## config.mk

```make
export PLATFORM = sky130hd
export DESIGN_NAME = fast2slow_pulse_tx
export DESIGN_NICKNAME = d
export VERILOG_FILES = /design/src/rtl/fast2slow_pulse_tx.sv
export SDC_FILE = /design/constraint.sdc
export NUM_CORES = 1
export LEC_CHECK = 0
export CORE_AREA = 2 2 39 41
export DETAILED_ROUTE_END_ITERATION = 8
export DIE_AREA = 0 0 41 43
export PLACE_DENSITY = 0.7
export SYNTH_ARGS = -nofsm -noshare
export SYNTH_HDL_FRONTEND = slang
export SYNTH_SLANG_ARGS = --single-unit
```

## constraint.sdc

```tcl
create_clock -name clk_fast -period 8.3 [get_ports clk_fast]
set_clock_uncertainty 0.2 [all_clocks]
set_input_delay 0.83 -clock clk_fast [delete_from_list [all_inputs] [get_ports clk_fast]]
set_output_delay 0.83 -clock clk_fast [all_outputs]
set_load 0.02 [all_outputs]
```

## src/rtl/fast2slow_pulse_tx.sv

```systemverilog
// fast2slow_pulse_tx: event pulses to 4-phase req level with queued replay of pending events
module fast2slow_pulse_tx #(
  parameter int SYNC_STAGES = 3,
  parameter int CNT_W       = 4
) (
  input  logic             clk_fast,
  input  logic             rst_n,
  input  logic             pulse_in,
  input  logic             ack_in,
  output logic             req_out,
  output logic             busy,
  output logic [CNT_W-1:0] pending,
  output logic             done,
  output logic             overflow
);
  typedef enum logic [1:0] {IDLE, REQ, ACKLO} state_t;
  localparam logic [CNT_W-1:0] MAX = '1;
  state_t                 state, state_nx;
  logic [SYNC_STAGES-1:0] sync;
  logic                   ack_sync, launch, inc, dec, drop, done_nx;
  logic [CNT_W-1:0]       pending_nx;
  assign ack_sync   = sync[SYNC_STAGES-1];
  assign launch     = (state == IDLE || state == ACKLO) && !ack_sync && (pulse_in || pending != '0);
  assign dec        = launch && pending != '0;
  // a pulse launched straight from an empty queue never touches the counter
  assign inc        = pulse_in && !(launch && pending == '0);
  assign drop       = inc && !dec && pending == MAX;
  assign pending_nx = drop ? pending : pending + CNT_W'(inc) - CNT_W'(dec);
  assign done_nx    = state == ACKLO && !ack_sync;
  assign state_nx   = launch                    ? REQ   :
                      (state == REQ && ack_sync) ? ACKLO :
                      done_nx                    ? IDLE  : state;
  assign busy       = state != IDLE;
  always_ff @(posedge clk_fast or negedge rst_n) begin
    if (!rst_n) begin
      sync     <= '0;
      state    <= IDLE;
      req_out  <= 1'b0;
      pending  <= '0;
      done     <= 1'b0;
      overflow <= 1'b0;
    end else begin
      sync     <= {sync[SYNC_STAGES-2:0], ack_in};
      state    <= state_nx;
      req_out  <= state_nx == REQ;
      pending  <= pending_nx;
      done     <= done_nx;
      overflow <= overflow | drop;
    end
  end
endmodule

```

==> results.py <==
metrics = {
    "cts": {
        "hold_buffers": 0,
        "insertion_delay_ps": 280,
        "cts_buffers": 3,
        "clockRootBuffer": "clkbuf_4",
        "cts.sinks": 12,
        "cts_buffer_depth": 2,
        "htree_levels": 1,
        "cts_resized": 0,
        "clk_pin_slew_ps": 80,
        "cts_tree": "done",
        "post_cts_buffers": 0,
    },
    "timing": {
        "finalSetupTns_ps": 0,
        "layout_min_cycle_time_ps": 2770,
        "rsz0062_at_grt": "no",
        "tightest_slew_ps": 527,
        "hold_violations": 0,
        "slew-limit-headroom_pct": 64.7,
        "timing.fmax_mhz": 360,
        "timing.hold.ws_ps": 159,
        "fin_crit_sh_pct": 33.4,
        "slew_viol_final": 0,
        "setup_viol": 0,
    },
    "critical_path": {
        "crit_chain": "inv_1, ha_1, or3b_4, and2_2, ha_1, inv_1, ha_1, fa_1, xor2_1, nand2_1, o21ai_0",
        "cp-end-kind": "register",
        "cp_common_cell": "ha_1",
        "critPathMaxFanout": 4,
        "cp.required_ps": 8260,
        "critical_path_class": "reg -> reg",
        "rr_startpoint": "pending[2]",
        "critPathArrivalTime_ps": 2740,
        "slowest_delay_ps": 410,
        "ff2ff_path_depth": 11,
        "startpoint": "pending[2]",
        "critPathLaunchType": "register",
        "cp_slowest_cell": "dfrtp_1",
    },
    "die": {
        "die_height_um": 43,
        "start_util_pct": 44.5,
        "dieArea_um2": 1760,
        "core_area_um2": 1380,
        "ios": 12,
        "fp.dieW_um": 41,
        "rows": 14,
    },
    "drt": {
        "drcViolationCount": 0,
        "viasPerCell": 4.88,
        "routed_wl_um": 978,
        "wl_per_cell_um": 11.5,
        "postRouteAntennaNets": 0,
        "route.vias.total": 415,
        "drt-pass1-iter-count": 2,
        "drt_iter0_markers": 3,
    },
    "yosys": {
        "synth_top_family_by_area": "adder cells",
        "synthAdderAreaFrac_pct": 17.5,
        "syn_avg_cell_area_um2": 11.4,
        "synth.mux.area_fraction_pct": 0,
        "ys_ff_latch": 12,
        "synth.cell_area_um2": 616,
        "synthXorXnorAreaFrac_pct": 1.42,
        "ys_seq_area_share_pct": 48.8,
        "ys_warn_count": 0,
        "synth-simple-area-share_pct": 15.2,
        "synth.distinct_cells": 23,
        "synth_nets": 66,
        "netlist_instances": 54,
        "synth_compound_area_share_pct": 11.6,
    },
    "power_and_ir_drop": {
        "powerDensity_nw_per_um2": 327,
        "p_leak_nw": 0.359,
        "vdd_drop_max_uv": 149,
    },
    "grt": {
        "gr-total-overflow": 0,
        "grt_pass1_vias": 399,
        "grt_pass1_wl_um": 1590,
        "antenna_found_initial": 0,
        "grt_max_degree": 13,
        "gr-usage-all-layers_pct": 14.3,
    },
    "layout": {
        "layout_common_cells": "dfrtp_1, clkdlybuf4s50_1, inv_1",
        "fin_nets": 82,
        "seqCellArea_um2": 300,
        "final_common_cell": "dfrtp_1",
        "drive_above_1_share_pct": 13.0,
        "diodes": 0,
        "fillers": 126,
        "area_growth_pct": 27.0,
        "final_area_um2": 782,
        "multi_input_area_um2": 282,
    },
    "min_path": {
        "hold_class": "reg -> reg",
        "hold-path-cell-count": 0,
        "min_from": "sync[1]",
    },
    "place": {
        "io_buffers": 11,
        "placed_area_um2": 746,
        "hpwl_um": 721,
        "routabilityCongestion": 0.747,
    },
    "outcome": {
        "outcome": "finished, final reports clean",
    },
    "job": {
        "max_cap_violations": 0,
    },
}
[cell type report]
cell class	count	share of cell area, %
flip-flops and latches	12	38.4
multi-input cells	33	36.0
repair buffers	11	14.1
clock buffers	4	4.64
inverters	9	4.32
well taps	16	2.56
[kinds of logic after synthesis]
| logic type | after synthesis |
|---|---|
| xor+xnor | 1 |
| simple gates | 15 |
| flops | 12 |
| fa+ha+maj | 8 |
| buf+inv | 9 |
| compound gates | 9 |
[registers in the layout (all words and copies together), names as in the netlist]
name	flops
done	1
overflow	1
pending	4
req_out	1
state	2
sync	3
[through the flow]
| stage | total power, W | util (%) | instances | setup WS, ps |
|---|---|---|---|---|
| floorplan | 0.000166 | - | 54 | 5560 |
| global placement | 0.000206 | 53.9 | 81 | 5300 |
| detailed placement | 0.000209 | 53.9 | 81 | 5270 |
| CTS | 0.000258 | 56.5 | 85 | 5520 |
| global route | 0.000274 | 56.5 | 85 | 5420 |
| finish | 0.000255 | 56.5 | 85 | 5530 |
[cell usage after synthesis]
cell / count / area share (%)
a211oi_1: 1 / 1.2
a21o_1: 1 / 1.2
a21oi_1: 1 / 0.81
and2_1: 1 / 1.0
and2_2: 1 / 1.2
and3_1: 1 / 1.0
dfrtp_1: 12 / 49
fa_1: 1 / 3.3
ha_1: 7 / 14
inv_1: 8 / 4.9
inv_2: 1 / 0.61
nand2_1: 1 / 0.61
nand2b_1: 3 / 3.0
nand4_1: 1 / 1.0
nand4bb_1: 1 / 1.8
nor2_1: 3 / 1.8
nor3_1: 1 / 0.81
o211ai_1: 2 / 2.4
o21ai_0: 3 / 2.4
o31ai_4: 1 / 3.5
or2_2: 1 / 1.0
or3b_4: 1 / 1.8
xor2_1: 1 / 1.4
[layer usage]
layer	track usage (%)	up-vias	wire, um
met5	0	-	0
met4	14.0	0	46
met3	3.14	5	55
met2	18.1	12	380
met1	18.8	188	496
li1	-	210	-
[critical path, delay by kind of cell, from the launching register on]
family / cells / cell delay, ps
flops: 1 / 410
compound gates: 1 / 80
simple gates: 3 / 650
xor+xnor: 1 / 160
fa+ha+maj: 4 / 1000
buf+inv: 2 / 140
[where the power goes]
group          switching [W]  internal [W]  leakage (nW)
logic              0.0000605     0.0000613         0.201
clock network      0.0000208     0.0000267        0.0210
registers          0.0000128     0.0000732         0.138
[worst paths after layout]
path / endpoint / slack [ps]
max: pending[2] / 5530
min: sync[2] / 160
max reg2reg: pending[2] / 5530
min reg2reg: sync[2] / 160
max in group asynchronous: sync[0] / 6860
min in group asynchronous: pending[2] / 690
No activity file was read; power rests on OpenSTA's default activity.
